**src/rtl/fsic_io_serdes_pkg.sv**
```systemverilog
// fsic_io_serdes_pkg: shared defaults and transmit FSM encoding for the FSIC IO serdes
package fsic_io_serdes_pkg;

    localparam int CLK_RATIO_DEFAULT    = 4;
    localparam int TXFIFO_DEPTH_DEFAULT = 2;

    // Filler word driven onto the pad when the holding FIFO runs dry at a word boundary
    localparam logic [CLK_RATIO_DEFAULT-1:0] IDLE_WORD_DEFAULT = '0;

    typedef enum logic [1:0] {
        IDLE  = 2'd0,
        RUN   = 2'd1,
        DRAIN = 2'd2
    } tx_state_e;

endpackage

```
**src/rtl/fsic_io_serdes_tx_fifo.sv**
```systemverilog
// fsic_io_serdes_tx_fifo: small synchronous holding FIFO for parallel transmit words
module fsic_io_serdes_tx_fifo #(
    parameter int pWIDTH = 4,
    parameter int pDEPTH = 2
) (
    input  logic              clk,
    input  logic              rst,
    input  logic              push,
    input  logic              pop,
    input  logic [pWIDTH-1:0] din,
    output logic              full,
    output logic              empty,
    output logic [pWIDTH-1:0] dout
);

    localparam int PW = (pDEPTH > 1) ? $clog2(pDEPTH) : 1;
    localparam int CW = $clog2(pDEPTH + 1);

    logic [pWIDTH-1:0] mem_q [pDEPTH];
    logic [PW-1:0]     wr_ptr_q, wr_ptr_d;
    logic [PW-1:0]     rd_ptr_q, rd_ptr_d;
    logic [CW-1:0]     count_q, count_d;
    logic              do_push, do_pop;

    assign full    = count_q == CW'(pDEPTH);
    assign empty   = count_q == '0;
    assign dout    = mem_q[rd_ptr_q];
    assign do_push = push && !full;
    assign do_pop  = pop && !empty;

    // Pointer advance with explicit wrap so non-power-of-2 depths work; occupancy tracks push minus pop
    always_comb begin
        wr_ptr_d = do_push ? ((wr_ptr_q == PW'(pDEPTH - 1)) ? '0 : wr_ptr_q + PW'(1)) : wr_ptr_q;
        rd_ptr_d = do_pop  ? ((rd_ptr_q == PW'(pDEPTH - 1)) ? '0 : rd_ptr_q + PW'(1)) : rd_ptr_q;
        count_d  = (do_push && !do_pop) ? count_q + CW'(1) :
                   (do_pop && !do_push) ? count_q - CW'(1) : count_q;
    end

    // Control state; reset flushes the FIFO by clearing pointers and occupancy
    always_ff @(posedge clk) begin
        if (rst) begin
            wr_ptr_q <= '0;
            rd_ptr_q <= '0;
            count_q  <= '0;
        end else begin
            wr_ptr_q <= wr_ptr_d;
            rd_ptr_q <= rd_ptr_d;
            count_q  <= count_d;
        end
    end

    // Storage array needs no reset: entries are only read after being written
    always_ff @(posedge clk) begin
        if (do_push) mem_q[wr_ptr_q] <= din;
    end

endmodule

```
**src/rtl/fsic_io_serdes_tx.sv**
```systemverilog
// fsic_io_serdes_tx: buffers parallel words and serializes them LSB-first with a forwarded clock enable
module fsic_io_serdes_tx
    import fsic_io_serdes_pkg::*;
#(
    parameter int                    pCLK_RATIO    = CLK_RATIO_DEFAULT,
    parameter int                    pTxFIFO_DEPTH = TXFIFO_DEPTH_DEFAULT,
    parameter logic [pCLK_RATIO-1:0] pIDLE_WORD    = pCLK_RATIO'(IDLE_WORD_DEFAULT)
) (
    input  logic                          ioclk,
    input  logic                          axis_rst,
    input  logic                          txen,
    input  logic [pCLK_RATIO-1:0]         txdata_in,
    input  logic                          txdata_in_valid,
    output logic                          txdata_in_ready,
    output logic                          Serial_Data_out,
    output logic                          txclk_en,
    output logic [$clog2(pCLK_RATIO)-1:0] tx_phase,
    output logic                          tx_underrun
);

    localparam int PW = $clog2(pCLK_RATIO);
    localparam logic [PW-1:0] LAST_PHASE = PW'(pCLK_RATIO - 1);

    tx_state_e               state_q, state_d;
    logic [PW-1:0]           phase_q, phase_d;
    logic [pCLK_RATIO-1:0]   shift_q, shift_d;
    logic                    sdo_q, sdo_d;
    logic                    clk_en_q, clk_en_d;
    logic                    underrun_q, underrun_d;

    logic                    fifo_full, fifo_empty, fifo_push, fifo_pop;
    logic [pCLK_RATIO-1:0]   fifo_dout, load_word, src_word;
    logic                    last_phase, load;

    assign last_phase      = phase_q == LAST_PHASE;
    assign load            = (state_q == RUN) && last_phase;
    assign load_word       = fifo_empty ? pIDLE_WORD : fifo_dout;
    assign src_word        = load ? load_word : shift_q;
    assign txdata_in_ready = !fifo_full && !axis_rst;
    assign fifo_push       = txdata_in_valid && txdata_in_ready;
    assign fifo_pop        = load && !fifo_empty;

    assign Serial_Data_out = sdo_q;
    assign txclk_en        = clk_en_q;
    assign tx_phase        = phase_q;
    assign tx_underrun     = underrun_q;

    fsic_io_serdes_tx_fifo #(
        .pWIDTH (pCLK_RATIO),
        .pDEPTH (pTxFIFO_DEPTH)
    ) u_fifo (
        .clk   (ioclk),
        .rst   (axis_rst),
        .push  (fifo_push),
        .pop   (fifo_pop),
        .din   (txdata_in),
        .full  (fifo_full),
        .empty (fifo_empty),
        .dout  (fifo_dout)
    );

    // Next-state: IDLE parks at the last phase so the first RUN cycle lands on a word boundary;
    // DRAIN finishes the current word and only returns to IDLE once its last bit has been driven
    always_comb begin
        state_d    = state_q;
        phase_d    = phase_q;
        shift_d    = shift_q;
        sdo_d      = 1'b0;
        clk_en_d   = 1'b0;
        underrun_d = underrun_q;
        if (state_q == IDLE) begin
            phase_d = LAST_PHASE;
            state_d = txen ? RUN : IDLE;
        end else if (state_q == DRAIN && last_phase) begin
            state_d = IDLE;
        end else begin
            phase_d    = phase_q + PW'(1);
            sdo_d      = src_word[0];
            shift_d    = src_word >> 1;
            clk_en_d   = 1'b1;
            underrun_d = underrun_q || (load && fifo_empty);
            state_d    = txen ? RUN : DRAIN;
        end
    end

    // FSM, phase counter, shift register and registered pad outputs
    always_ff @(posedge ioclk) begin
        if (axis_rst) begin
            state_q    <= IDLE;
            phase_q    <= LAST_PHASE;
            shift_q    <= '0;
            sdo_q      <= 1'b0;
            clk_en_q   <= 1'b0;
            underrun_q <= 1'b0;
        end else begin
            state_q    <= state_d;
            phase_q    <= phase_d;
            shift_q    <= shift_d;
            sdo_q      <= sdo_d;
            clk_en_q   <= clk_en_d;
            underrun_q <= underrun_d;
        end
    end

endmodule

```
**config.mk**
```make
export PLATFORM = sky130hd
export DESIGN_NAME = fsic_io_serdes_tx
export DESIGN_NICKNAME = d
export VERILOG_FILES = /design/src/rtl/fsic_io_serdes_pkg.sv /design/src/rtl/fsic_io_serdes_tx_fifo.sv /design/src/rtl/fsic_io_serdes_tx.sv
export SDC_FILE = /design/constraint.sdc
export NUM_CORES = 1
export LEC_CHECK = 0
export ABC_AREA = 1
export CAP_MARGIN = 10
export CORE_MARGIN = 2
export CORE_UTILIZATION = 39
export CTS_CLUSTER_DIAMETER = 100
export DETAILED_ROUTE_END_ITERATION = 8
export GPL_TIMING_DRIVEN = 0
export HOLD_SLACK_MARGIN = 0.05
export MAX_ROUTING_LAYER = met4
export PLACE_DENSITY = 0.71
export RECOVER_POWER = 100
export SLEW_MARGIN = 20
export SYNTH_ARGS = -nofsm -noshare
export SYNTH_HDL_FRONTEND = slang
export SYNTH_SLANG_ARGS = --single-unit
```
**constraint.sdc**
```tcl
create_clock -name ioclk -period 3.45 [get_ports ioclk]
set_input_delay 0.69 -clock ioclk [delete_from_list [all_inputs] [get_ports ioclk]]
set_output_delay 0.69 -clock ioclk [all_outputs]
set_load 0.02 [all_outputs]
```
==> run_results.csv <==
group,metric,value,unit
setup_path,max_stage_delay,680,ps
clock_network,cts_resized,0,
power,p_per_area,443,mW/mm^2
timing,rsz0062_at_grt,"false",
clock_network,cts.sinks,23,
global_route,grt_pass1_wl,2.94,mm
setup_path,crit_path_start_kind,"input pin",
power,clockPowerShare,24.5,%
detailed_routing,viasPerCell,4.60,
timing,hold_violations,0,
timing,setup_viol,0,
floorplanning,die_w,53.3,um
setup_path,arrival,2130,ps
setup_path,required,2760,ps
synth,post_synth.cell_area_avg,8.02,sq um
setup_path,cp_num_buf_inv,2,
detailed_routing,drc_errors,0,
clock_network,path_clk_slew,120,ps
detailed_routing,antenna_left,0,
power,p_switching,0.131,mW
setup_path,critPathKind,"input pin to primary output",
detailed_routing,vias,749,
clock_network,clk_latency,310,ps
clock_network,numCtsBuffers,3,
cells_and_area,nFillCells,247,
clock_network,cts_setup_buffers,0,
timing,slew_violations,0,
setup_path,crit_family,"buffers and inverters",
global_route,grt_use_total,15.4,%
setup_path,slowest_stage,"dlygate4sd3_1",
worst_hold_path,whs_path_depth,2,
detailed_routing,wl_per_cell,10.1,um
floorplanning,coreArea,0.00225,sq mm
power,power.share.sequential,60.7,%
setup_path,crit_path_frequent_cell,"dlygate4sd3_1",
worst_hold_path,holdCritPathClass,"flip-flop to flip-flop",
floorplanning,initial_utilization,42.0,%
power,p_int,0.371,mW
setup_path,crit_path_cell_trace,"dlygate4sd3_1 -> a21oi_1 -> dlygate4sd3_1",
placement,hpwl,1.26,mm
run,maxCapViolCount,0,
synth,synth.distinct_cells,14,
setup_path,crit_path_end_kind,"primary output",
clock_network,htree_levels,1,
run_status,outcome,"completed",
global_route,grt_overflow,0,
timing,tightest_slew,391,ps
floorplanning,pin_count,14,
timing,min_period,2820,ps
placement,gp_congestion,0.785,
floorplanning,rows,17,
floorplanning,dieArea,0.00284,sq mm
placement,post_dp_cell_area,0.00111,sq mm
cells_and_area,final_common_cell,"nand2_1",
cells_and_area,areaGrowthSynthToFinish,20.0,%
setup_path,rr_startpoint,"tx_phase[0]",
timing,max_freq,354,MHz
power,ir_drop,0.280,mV
timing,fin_setup_tns,0,ps
synth,synth.net_count,128,
timing,skew,2.15,ps
power,p_leak,0.512,nW
setup_path,ff2ff_path_depth,10,
setup_path,rrSetupSlack,1730,ps
synth,syn-instance-count,118,
detailed_routing,wl,1.64,mm
power,combPwrFrac,14.8,%
worst_hold_path,hp-start,"shift_q[0]",
synth,ys_ff_latch,23,
synth,yosysWarningCount,0,
floorplanning,die_h,53.3,um
clock_network,cts_tree,"built",
clock_network,clock_path_buffers,2,
setup_path,r2r-end,"u_fifo.count_q[1]",
clock_network,hold_buffers,0,
global_route,grt_pass1_vias,719,
cells_and_area,drive_gt1_share,2.96,%
clock_network,clockRootBuffer,"clkbuf_4",
placement,portBuffers,13,
global_route,antenna_found_initial,0,
synth,syn-cell-area,946,sq um
timing,relSlewSlack,73.7,%
detailed_routing,dr.pass1.iters,4,
synth,synth-seq-area-share,57.1,%
power,swShare,26.1,%
detailed_routing,drt_iter0_markers,14,
global_route,grt_max_degree,13,
cells_and_area,final_cell_mix,"nand2_1, nor2_1, inv_1",
worst_hold_path,hold_end,"Serial_Data_out",
timing,min_period_over_period,81.8,%
cells_and_area,diodes,0,
cells_and_area,nets,146,
cells_and_area,stdcell_area,0.00113,sq mm
setup_path,cp_max_fo,5,
-- worst min-delay path, delay by kind of cell (launching register included) --
| kind | cells | cell delay (ps) |
|---|---|---|
| AO/OA/AOI/OAI | 1 | 50 |
| flip-flops | 1 | 330 |
| AND/OR/NAND/NOR | 1 | 60 |
-- sequential cells by signal (all words and copies together), names as in the netlist, named ones only --
signal / flops
tx_underrun: 1
state_q: 2
u_fifo.wr_ptr_q: 1
u_fifo.mem_q: 8
tx_phase: 2
u_fifo.count_q: 2
u_fifo.rd_ptr_q: 1
Serial_Data_out: 1
shift_q: 3
txclk_en: 1
-- layer usage --
layer	track usage (%)	vias to the layer above	routed length, um
li1	-	399	-
met1	17.0	335	745
met2	24.3	11	797
met3	3.95	4	58
met4	10.7	0	42
met5	-	-	0
-- cell families after synthesis --
| group | count (synthesis) | share of synthesized area [%] |
|---|---|---|
| buf+inv | 22 | 8.86 |
| flops | 23 | 57.1 |
| fa+ha+maj | 2 | 2.65 |
| simple gates | 57 | 23.7 |
| compound gates | 14 | 7.67 |
-- cell usage after synthesis --
cell / number / share of area [%]
a21oi_1: 6 / 3.2
nor2_1: 23 / 9.1
dfxtp_1: 15 / 32
buf_2: 1 / 0.53
o21ai_1: 1 / 0.53
nor2_2: 1 / 0.66
inv_1: 21 / 8.3
nor3_1: 1 / 0.53
o21ai_0: 6 / 3.2
ha_1: 2 / 2.6
edfxtp_1: 8 / 25
o211ai_1: 1 / 0.79
nand3_1: 5 / 2.6
nand2_1: 27 / 11
-- power groups by stage --
| stage | Sequential [mW] | Clock [mW] | Combinational [mW] |
|---|---|---|---|
| after floorplan | 0.313 | 0 | 0.0466 |
| final | 0.305 | 0.123 | 0.0742 |
| after detailed placement | 0.311 | 0 | 0.0785 |
| after global routing | 0.308 | 0.140 | 0.0860 |
| after global placement | 0.310 | 0 | 0.0750 |
| after CTS | 0.305 | 0.128 | 0.0789 |
-- through the flow --
step	hold slack (ps)	power, mW	util, %	cells	worst slack [ps]
2_1_floorplan	441	0.360	-	118	1730
3_5_place_dp	463	0.390	49.3	159	792
4_1_cts	482	0.512	50.4	163	773
3_3_place_gp	460	0.385	49.3	159	792
6_report	478	0.503	50.3	163	628
5_1_grt	517	0.534	50.3	163	553
-- area by class of cell --
cell class                      instances  area [sq um]  share of cell area, %
Buffer                                  1          5.00                  0.441
Clock buffer                            4          26.3                   2.32
Inverter                               21          78.8                   6.95
Multi-Input combinational cell         73           319                   28.1
Sequential cell                        23           541                   47.6
Tap cell                               28          35.0                   3.09
Timing Repair Buffer                   13           130                   11.5
-- how the worst max path moves through the flow --
stage | start | slack, ps | cells past startpoint | to
finish | axis_rst | 630 | 3 | txdata_in_ready
global route | axis_rst | 550 | 3 | txdata_in_ready
CTS | axis_rst | 770 | 3 | txdata_in_ready
detailed placement | axis_rst | 790 | 3 | txdata_in_ready
global placement | axis_rst | 790 | 3 | txdata_in_ready
floorplan | axis_rst | 1730 | 1 | txdata_in_ready
No activity file was read; power rests on OpenSTA's default activity.
